`src/rtl/cacheline_adapter_if.sv`:
```
// Line-side and burst-side bus bundles for the cache-line adapter.
// The cache is the line-bus master; the adapter is the burst-bus master toward memory.

interface line_bus_if #(
    parameter int unsigned ADDR_WIDTH = 32,
    parameter int unsigned LINE_WIDTH = 256
);
    logic [ADDR_WIDTH-1:0] line_address_i;
    logic                  line_read_i;
    logic                  line_write_i;
    logic [LINE_WIDTH-1:0] line_wdata_i;
    logic [LINE_WIDTH-1:0] line_rdata_o;
    logic                  line_resp_o;

    modport master (
        output line_address_i, line_read_i, line_write_i, line_wdata_i,
        input  line_rdata_o, line_resp_o
    );

    modport slave (
        input  line_address_i, line_read_i, line_write_i, line_wdata_i,
        output line_rdata_o, line_resp_o
    );
endinterface

interface burst_bus_if #(
    parameter int unsigned ADDR_WIDTH  = 32,
    parameter int unsigned BURST_WIDTH = 64
);
    logic [ADDR_WIDTH-1:0]  mem_address_o;
    logic                   mem_read_o;
    logic                   mem_write_o;
    logic [BURST_WIDTH-1:0] mem_wdata_o;
    logic [BURST_WIDTH-1:0] mem_rdata_i;
    logic                   mem_resp_i;

    modport master (
        output mem_address_o, mem_read_o, mem_write_o, mem_wdata_o,
        input  mem_rdata_i, mem_resp_i
    );

    modport slave (
        input  mem_address_o, mem_read_o, mem_write_o, mem_wdata_o,
        output mem_rdata_i, mem_resp_i
    );
endinterface

```
`src/rtl/cacheline_adapter.sv`:
```
// Splits one cache-line read/write into a BEATS-long burst of BURST_WIDTH beats,
// then returns a single-cycle completion to the cache.

module cacheline_adapter #(
    parameter int unsigned LINE_WIDTH  = 256,
    parameter int unsigned BURST_WIDTH = 64,
    parameter int unsigned ADDR_WIDTH  = 32
) (
    input  logic         clk,
    input  logic         rst,
    line_bus_if.slave    line,
    burst_bus_if.master  mem
);
    localparam int unsigned BEATS    = LINE_WIDTH / BURST_WIDTH;
    localparam int unsigned BEAT_W   = $clog2(BEATS);
    localparam int unsigned OFFSET_W = $clog2(LINE_WIDTH / 8);

    typedef logic [BEATS-1:0][BURST_WIDTH-1:0] line_t;
    typedef enum logic [1:0] {IDLE, READ, WRITE, DONE} state_t;

    state_t                 state_q, state_d;
    logic [BEAT_W-1:0]      beat_q, beat_d, beat_inc;
    logic [ADDR_WIDTH-1:0]  addr_q, addr_d;
    line_t                  wline_q, wline_d;
    line_t                  rline_q, rline_d;
    logic [BURST_WIDTH-1:0] wdata_q, wdata_d;
    logic                   mem_read_q, mem_read_d;
    logic                   mem_write_q, mem_write_d;
    logic                   resp_q, resp_d;
    logic                   last_beat;

    // Byte offset within a line is dropped by alignment.
    logic unused_offset;
    assign unused_offset = &{1'b0, line.line_address_i[OFFSET_W-1:0]};

    assign beat_inc  = beat_q + BEAT_W'(1);
    assign last_beat = (beat_q == BEAT_W'(BEATS - 1));

    // Next-state and next-output logic; outputs are registered from these.
    always_comb begin
        state_d     = state_q;
        beat_d      = beat_q;
        addr_d      = addr_q;
        wline_d     = wline_q;
        rline_d     = rline_q;
        wdata_d     = wdata_q;
        mem_read_d  = 1'b0;
        mem_write_d = 1'b0;
        resp_d      = 1'b0;

        unique case (state_q)
            IDLE: begin
                beat_d = '0;
                if (line.line_read_i) begin
                    addr_d     = {line.line_address_i[ADDR_WIDTH-1:OFFSET_W], OFFSET_W'(0)};
                    state_d    = READ;
                    mem_read_d = 1'b1;
                end else if (line.line_write_i) begin
                    addr_d      = {line.line_address_i[ADDR_WIDTH-1:OFFSET_W], OFFSET_W'(0)};
                    wline_d     = line.line_wdata_i;
                    wdata_d     = line.line_wdata_i[BURST_WIDTH-1:0];
                    state_d     = WRITE;
                    mem_write_d = 1'b1;
                end
            end
            READ: begin
                mem_read_d = 1'b1;
                if (mem.mem_resp_i) begin
                    rline_d[beat_q] = mem.mem_rdata_i;
                    beat_d          = beat_inc;
                    if (last_beat) begin
                        state_d    = DONE;
                        mem_read_d = 1'b0;
                        resp_d     = 1'b1;
                    end
                end
            end
            WRITE: begin
                mem_write_d = 1'b1;
                if (mem.mem_resp_i) begin
                    beat_d = beat_inc;
                    if (last_beat) begin
                        state_d     = DONE;
                        mem_write_d = 1'b0;
                        resp_d      = 1'b1;
                    end else begin
                        wdata_d = wline_q[beat_inc];
                    end
                end
            end
            DONE: begin
                beat_d  = '0;
                state_d = IDLE;
            end
            default: begin
                beat_d  = '0;
                state_d = IDLE;
            end
        endcase
    end

    always_ff @(posedge clk) begin
        if (rst) begin
            state_q     <= IDLE;
            beat_q      <= '0;
            addr_q      <= '0;
            wline_q     <= '0;
            rline_q     <= '0;
            wdata_q     <= '0;
            mem_read_q  <= 1'b0;
            mem_write_q <= 1'b0;
            resp_q      <= 1'b0;
        end else begin
            state_q     <= state_d;
            beat_q      <= beat_d;
            addr_q      <= addr_d;
            wline_q     <= wline_d;
            rline_q     <= rline_d;
            wdata_q     <= wdata_d;
            mem_read_q  <= mem_read_d;
            mem_write_q <= mem_write_d;
            resp_q      <= resp_d;
        end
    end

    assign line.line_rdata_o = rline_q;
    assign line.line_resp_o  = resp_q;
    assign mem.mem_address_o = addr_q;
    assign mem.mem_read_o    = mem_read_q;
    assign mem.mem_write_o   = mem_write_q;
    assign mem.mem_wdata_o   = wdata_q;

endmodule

```
`src/flat_wrapper.sv`:
```
// flat-port wrapper written by rule: the top's interface ports become plain ports
module cacheline_adapter_flat 
#(
    parameter int unsigned LINE_WIDTH  = 256,
    parameter int unsigned BURST_WIDTH = 64,
    parameter int unsigned ADDR_WIDTH  = 32
)
  (clk, rst, line_line_address_i, line_line_read_i, line_line_write_i, line_line_wdata_i, line_line_rdata_o, line_line_resp_o, mem_mem_address_o, mem_mem_read_o, mem_mem_write_o, mem_mem_wdata_o, mem_mem_rdata_i, mem_mem_resp_i);
  line_bus_if #(.ADDR_WIDTH(ADDR_WIDTH), .LINE_WIDTH(LINE_WIDTH)) line_i ();
  burst_bus_if #(.ADDR_WIDTH(ADDR_WIDTH), .BURST_WIDTH(BURST_WIDTH)) mem_i ();
  input  logic clk;
  input  logic rst;
  input wire logic [$bits(line_i.line_address_i)-1:0] line_line_address_i;
  input wire logic [$bits(line_i.line_read_i)-1:0] line_line_read_i;
  input wire logic [$bits(line_i.line_write_i)-1:0] line_line_write_i;
  input wire logic [$bits(line_i.line_wdata_i)-1:0] line_line_wdata_i;
  output wire logic [$bits(line_i.line_rdata_o)-1:0] line_line_rdata_o;
  output wire logic [$bits(line_i.line_resp_o)-1:0] line_line_resp_o;
  output wire logic [$bits(mem_i.mem_address_o)-1:0] mem_mem_address_o;
  output wire logic [$bits(mem_i.mem_read_o)-1:0] mem_mem_read_o;
  output wire logic [$bits(mem_i.mem_write_o)-1:0] mem_mem_write_o;
  output wire logic [$bits(mem_i.mem_wdata_o)-1:0] mem_mem_wdata_o;
  input wire logic [$bits(mem_i.mem_rdata_i)-1:0] mem_mem_rdata_i;
  input wire logic [$bits(mem_i.mem_resp_i)-1:0] mem_mem_resp_i;
  assign line_i.line_address_i = line_line_address_i;
  assign line_i.line_read_i = line_line_read_i;
  assign line_i.line_write_i = line_line_write_i;
  assign line_i.line_wdata_i = line_line_wdata_i;
  assign line_line_rdata_o = line_i.line_rdata_o;
  assign line_line_resp_o = line_i.line_resp_o;
  assign mem_mem_address_o = mem_i.mem_address_o;
  assign mem_mem_read_o = mem_i.mem_read_o;
  assign mem_mem_write_o = mem_i.mem_write_o;
  assign mem_mem_wdata_o = mem_i.mem_wdata_o;
  assign mem_i.mem_rdata_i = mem_mem_rdata_i;
  assign mem_i.mem_resp_i = mem_mem_resp_i;
  cacheline_adapter #(.LINE_WIDTH(LINE_WIDTH), .BURST_WIDTH(BURST_WIDTH), .ADDR_WIDTH(ADDR_WIDTH)) u_core (.clk(clk), .rst(rst), .line(line_i), .mem(mem_i));
endmodule
```
`config.mk`:
```
export PLATFORM = sky130hd
export DESIGN_NAME = cacheline_adapter_flat
export DESIGN_NICKNAME = d
export VERILOG_FILES = /design/src/rtl/cacheline_adapter_if.sv /design/src/rtl/cacheline_adapter.sv /design/src/flat_wrapper.sv
export SDC_FILE = /design/constraint.sdc
export NUM_CORES = 1
export LEC_CHECK = 0
export CORE_AREA = 2 2 275 277
export CTS_BUF_LIST = sky130_fd_sc_hd__clkbuf_8
export DETAILED_ROUTE_END_ITERATION = 6
export DIE_AREA = 0 0 277 279
export PLACE_DENSITY = 0.61
export SYNTH_ARGS = -nofsm -noshare
export SYNTH_HDL_FRONTEND = slang
export SYNTH_SLANG_ARGS = --single-unit
```
`constraint.sdc`:
```
create_clock -name clk -period 2.7 [get_ports clk]
set_clock_uncertainty 0.1 [all_clocks]
set_input_delay 0.54 -clock clk [delete_from_list [all_inputs] [get_ports clk]]
set_output_delay 0.54 -clock clk [all_outputs]
set_load 0.05 [all_outputs]
```
==> metrics.txt <==
Final Hold Viols=0; num rows=100; max incr delay on CP=between 0.8 and 0.9 ns; Num CTS Buffers=105; DR iter-0 viols=~1400; Crit-path slowest cell=clkdlybuf4s50_1; Worst slew margin=between 40% and 50%; status=finished clean; Synth Flop Type=dfxtp_1; postcts setup bufs=0; leakage power=11.68 nW; insertion delay to the later sink of the worst-skew pair=0.68 ns; Reg power frac=38.2%; CP cell instances=clkdlybuf4s50_1; worst vdd ir=about 0.53 mV; Tot GR Track Use=roughly 22%; Buffers on Ports=701; Die Area=77280 µm²; Power, Total=~28 mW; Sw Share=between 30% and 40%; power per cell area=between 800 and 900 nW/µm²; RR Startpoint=u_core.state_q[1]; Comb power frac=between 30% and 40%; TNS Setup=0 ns; routability cong.=between 0.8 and 0.9; hold depth=2; unrepaired setup endpoints after global routing=false; remaining antenna violation count=0; final worst path period share=~96%; CTS sink count=610; global-route wire length before repair=130100 µm; Cells after Synth=between 2000 and 3000; mapped cell area=about 24000 µm²; Netlist cell types=38; Max-cap violations=0; top cell family by delay on the critical path=buffers and inverters; WS Path Type=register to output pin; R2R depth=6; CP startpoint kind=register; overall routed net length=roughly 86000 µm; clock power share=29.0%; Detailed Place HPWL=61010 µm; Setup violations, final=0; Worst EP arrival=1.95 ns; clock tree from TritonCTS=built; R2R Path End=u_core.line.line_rdata_o[61]; wire per inst=roughly 18 µm; FMAX=0.3858 GHz; largest net degree at the start of global routing=95; die height=roughly 280 µm; number of global-route vias before repair=between 20000 and 25000; GRT overflow=0; Buf/Inv on CP=1; CP required=~2 ns; initial antenna violation count=14; hold_buf cts=0; initial core utilization=about a third; Syn Area/Cell=8.060 µm²; YS warnings=0; die width=approximately 280 µm; Async S/R FF share, synth=0%; switching pwr=a little over 10 mW; worst-margin pin slew=about 0.77 ns; Synth Register Bits=610; internal power=17.83 mW; Post-CTS Resized=2; root buffer cell=clkbuf_8; Post-synth EDFFs=0; Pre-antenna DRT Iters=5; fraction of layout instances using a drive strength above 1=under 10%; r2r setup slk=around 0.34 ns; drt drc=0; H-tree levels=3; crit end category=output pin; CP Max Fanout=2; IO Count=between 700 and 800; worst hold start=rst; CTS Buffer Depth=3; vias per cell=roughly 4.8; Synth-to-Final Area Change=44.17%; Max Slew Vio Count=0; Final min period=2.592 ns; via count=about 23000; CTS clock-pin slew for the worst setup and hold paths=~0.060 ns; area of the core=about 74000 µm²; WHS Endpoint=u_core.wline_q[110]; Final nets=just over 4000; register area share after synthesis=about half; Hold WC Path Type=input port to register
## registers in the layout, indices dropped and copies added, names as in the netlist
name / flops
u_core.beat_q: 2
u_core.line.line_resp_o: 1
u_core.mem.mem_wdata_o: 64
u_core.mem.mem_address_o: 27
u_core.mem.mem_read_o: 1
u_core.mem.mem_write_o: 1
u_core.wline_q: 256
u_core.line.line_rdata_o: 256
u_core.state_q: 2
## final cells by class
type / count / area, µm²
Antenna cell: 7 / 17.52
Clock buffer: 126 / 1734
Clock inverter: 46 / 270.3
Fill cell: 7356 / 39550
Inverter: 6 / 25.02
Multi-Input combinational cell: 2120 / 10570
Sequential cell: 610 / 12220
Tap cell: 969 / 1212
Timing Repair Buffer: 822 / 8476
## stage by stage
step / utilization, % / setup slack [ns] / hold slack [ns] / cells / instance area [µm²]
floorplan: - / 0.2644 / 0.3331 / 2975 / 23960
global placement: 43.88 / 0.02553 / 0.3388 / 4527 / 32500
detailed placement: 43.88 / 0.01456 / 0.3404 / 4527 / 32500
CTS: 46.58 / 0.02024 / 0.1122 / 4699 / 34510
global route: 46.60 / 0.02811 / 0.1526 / 4705 / 34520
finish: 46.61 / 0.1080 / 0.1919 / 4706 / 34520
## power by group through the flow
stage	sequential (mW)	clock, mW	combinational [mW]
after CTS	10.8	8.43	9.34
after floorplan	13.0	0	3.71
final	10.8	8.18	9.26
after global routing	10.9	8.85	9.85
after detailed placement	10.9	0	9.33
after global placement	10.9	0	9.29
## layout by cell type, fill, tap and decap left out, drive strengths merged, types with 2 or more instances in the layout
master / count
nand2b: 2
nor2: 199
nand2: 1083
inv: 41
conb: 5
ha: 9
buf: 123
o21ai: 2
nor2b: 2
nor4: 2
nor3: 64
and3: 4
clkdlybuf4s50: 697
a21oi: 542
nand3: 4
diode: 7
clkbuf: 126
a2111oi: 63
clkinv: 8
dfxtp: 610
bufinv: 2
dlygate4sd2: 2
mux2i: 129
## per-layer routing
metal  track usage [%]  part of all wire [%]  up-vias
met5                 0                 0.073        -
met4             6.577                   2.3       10
met3             5.288                   6.7      139
met2             36.63                    49      772
met1             26.82                    42    10490
li1                  -                     -    11150
## cells in the mapped netlist, types with 2 or more instances
cell / n / share of area [%]
and3_1: 4 / 0.10
nand3_1: 4 / 0.084
inv_1: 5 / 0.078
nor2b_1: 2 / 0.052
buf_8: 2 / 0.13
buf_4: 20 / 0.63
nor2_1: 198 / 3.1
dfxtp_1: 610 / 51
a2111oi_2: 52 / 3.3
nand2_1: 1083 / 17
nand2b_1: 2 / 0.052
a2111oi_0: 3 / 0.11
buf_1: 6 / 0.094
nor3_2: 4 / 0.17
buf_2: 77 / 1.6
a21oi_1: 542 / 11
a2111oi_4: 8 / 0.92
nor4_1: 2 / 0.052
ha_1: 9 / 0.47
clkbuf_1: 119 / 1.9
nor3_1: 60 / 1.3
buf_6: 15 / 0.71
mux2i_1: 129 / 5.4
## cells by family (layout without fill, tap and decap cells)
group	after synthesis	count (layout)	share of synthesized area [%]
compound gates	612	612	15.89
xor+xnor	1	1	0.03658
flops	610	610	51.00
fa+ha+maj	9	9	0.4703
buf+inv	245	1000	5.120
simple gates	1362	1362	21.92
other cells	1	12	0.01566
mux	131	131	5.549
## how the worst max path moves through the flow
stage | start | end | depth (start not counted)
6_report | u_core.mem.mem_wdata_o[18] | mem_mem_wdata_o[18] | 1
5_1_grt | u_core.mem.mem_wdata_o[56] | mem_mem_wdata_o[56] | 1
4_1_cts | u_core.mem.mem_wdata_o[18] | mem_mem_wdata_o[18] | 1
3_5_place_dp | mem_mem_resp_i | u_core.mem.mem_wdata_o[55] | 7
3_3_place_gp | mem_mem_resp_i | u_core.mem.mem_wdata_o[31] | 7
2_1_floorplan | u_core.beat_q[0] | u_core.mem.mem_wdata_o[0] | 10
Note: power is estimated with default switching activity, not from simulation.
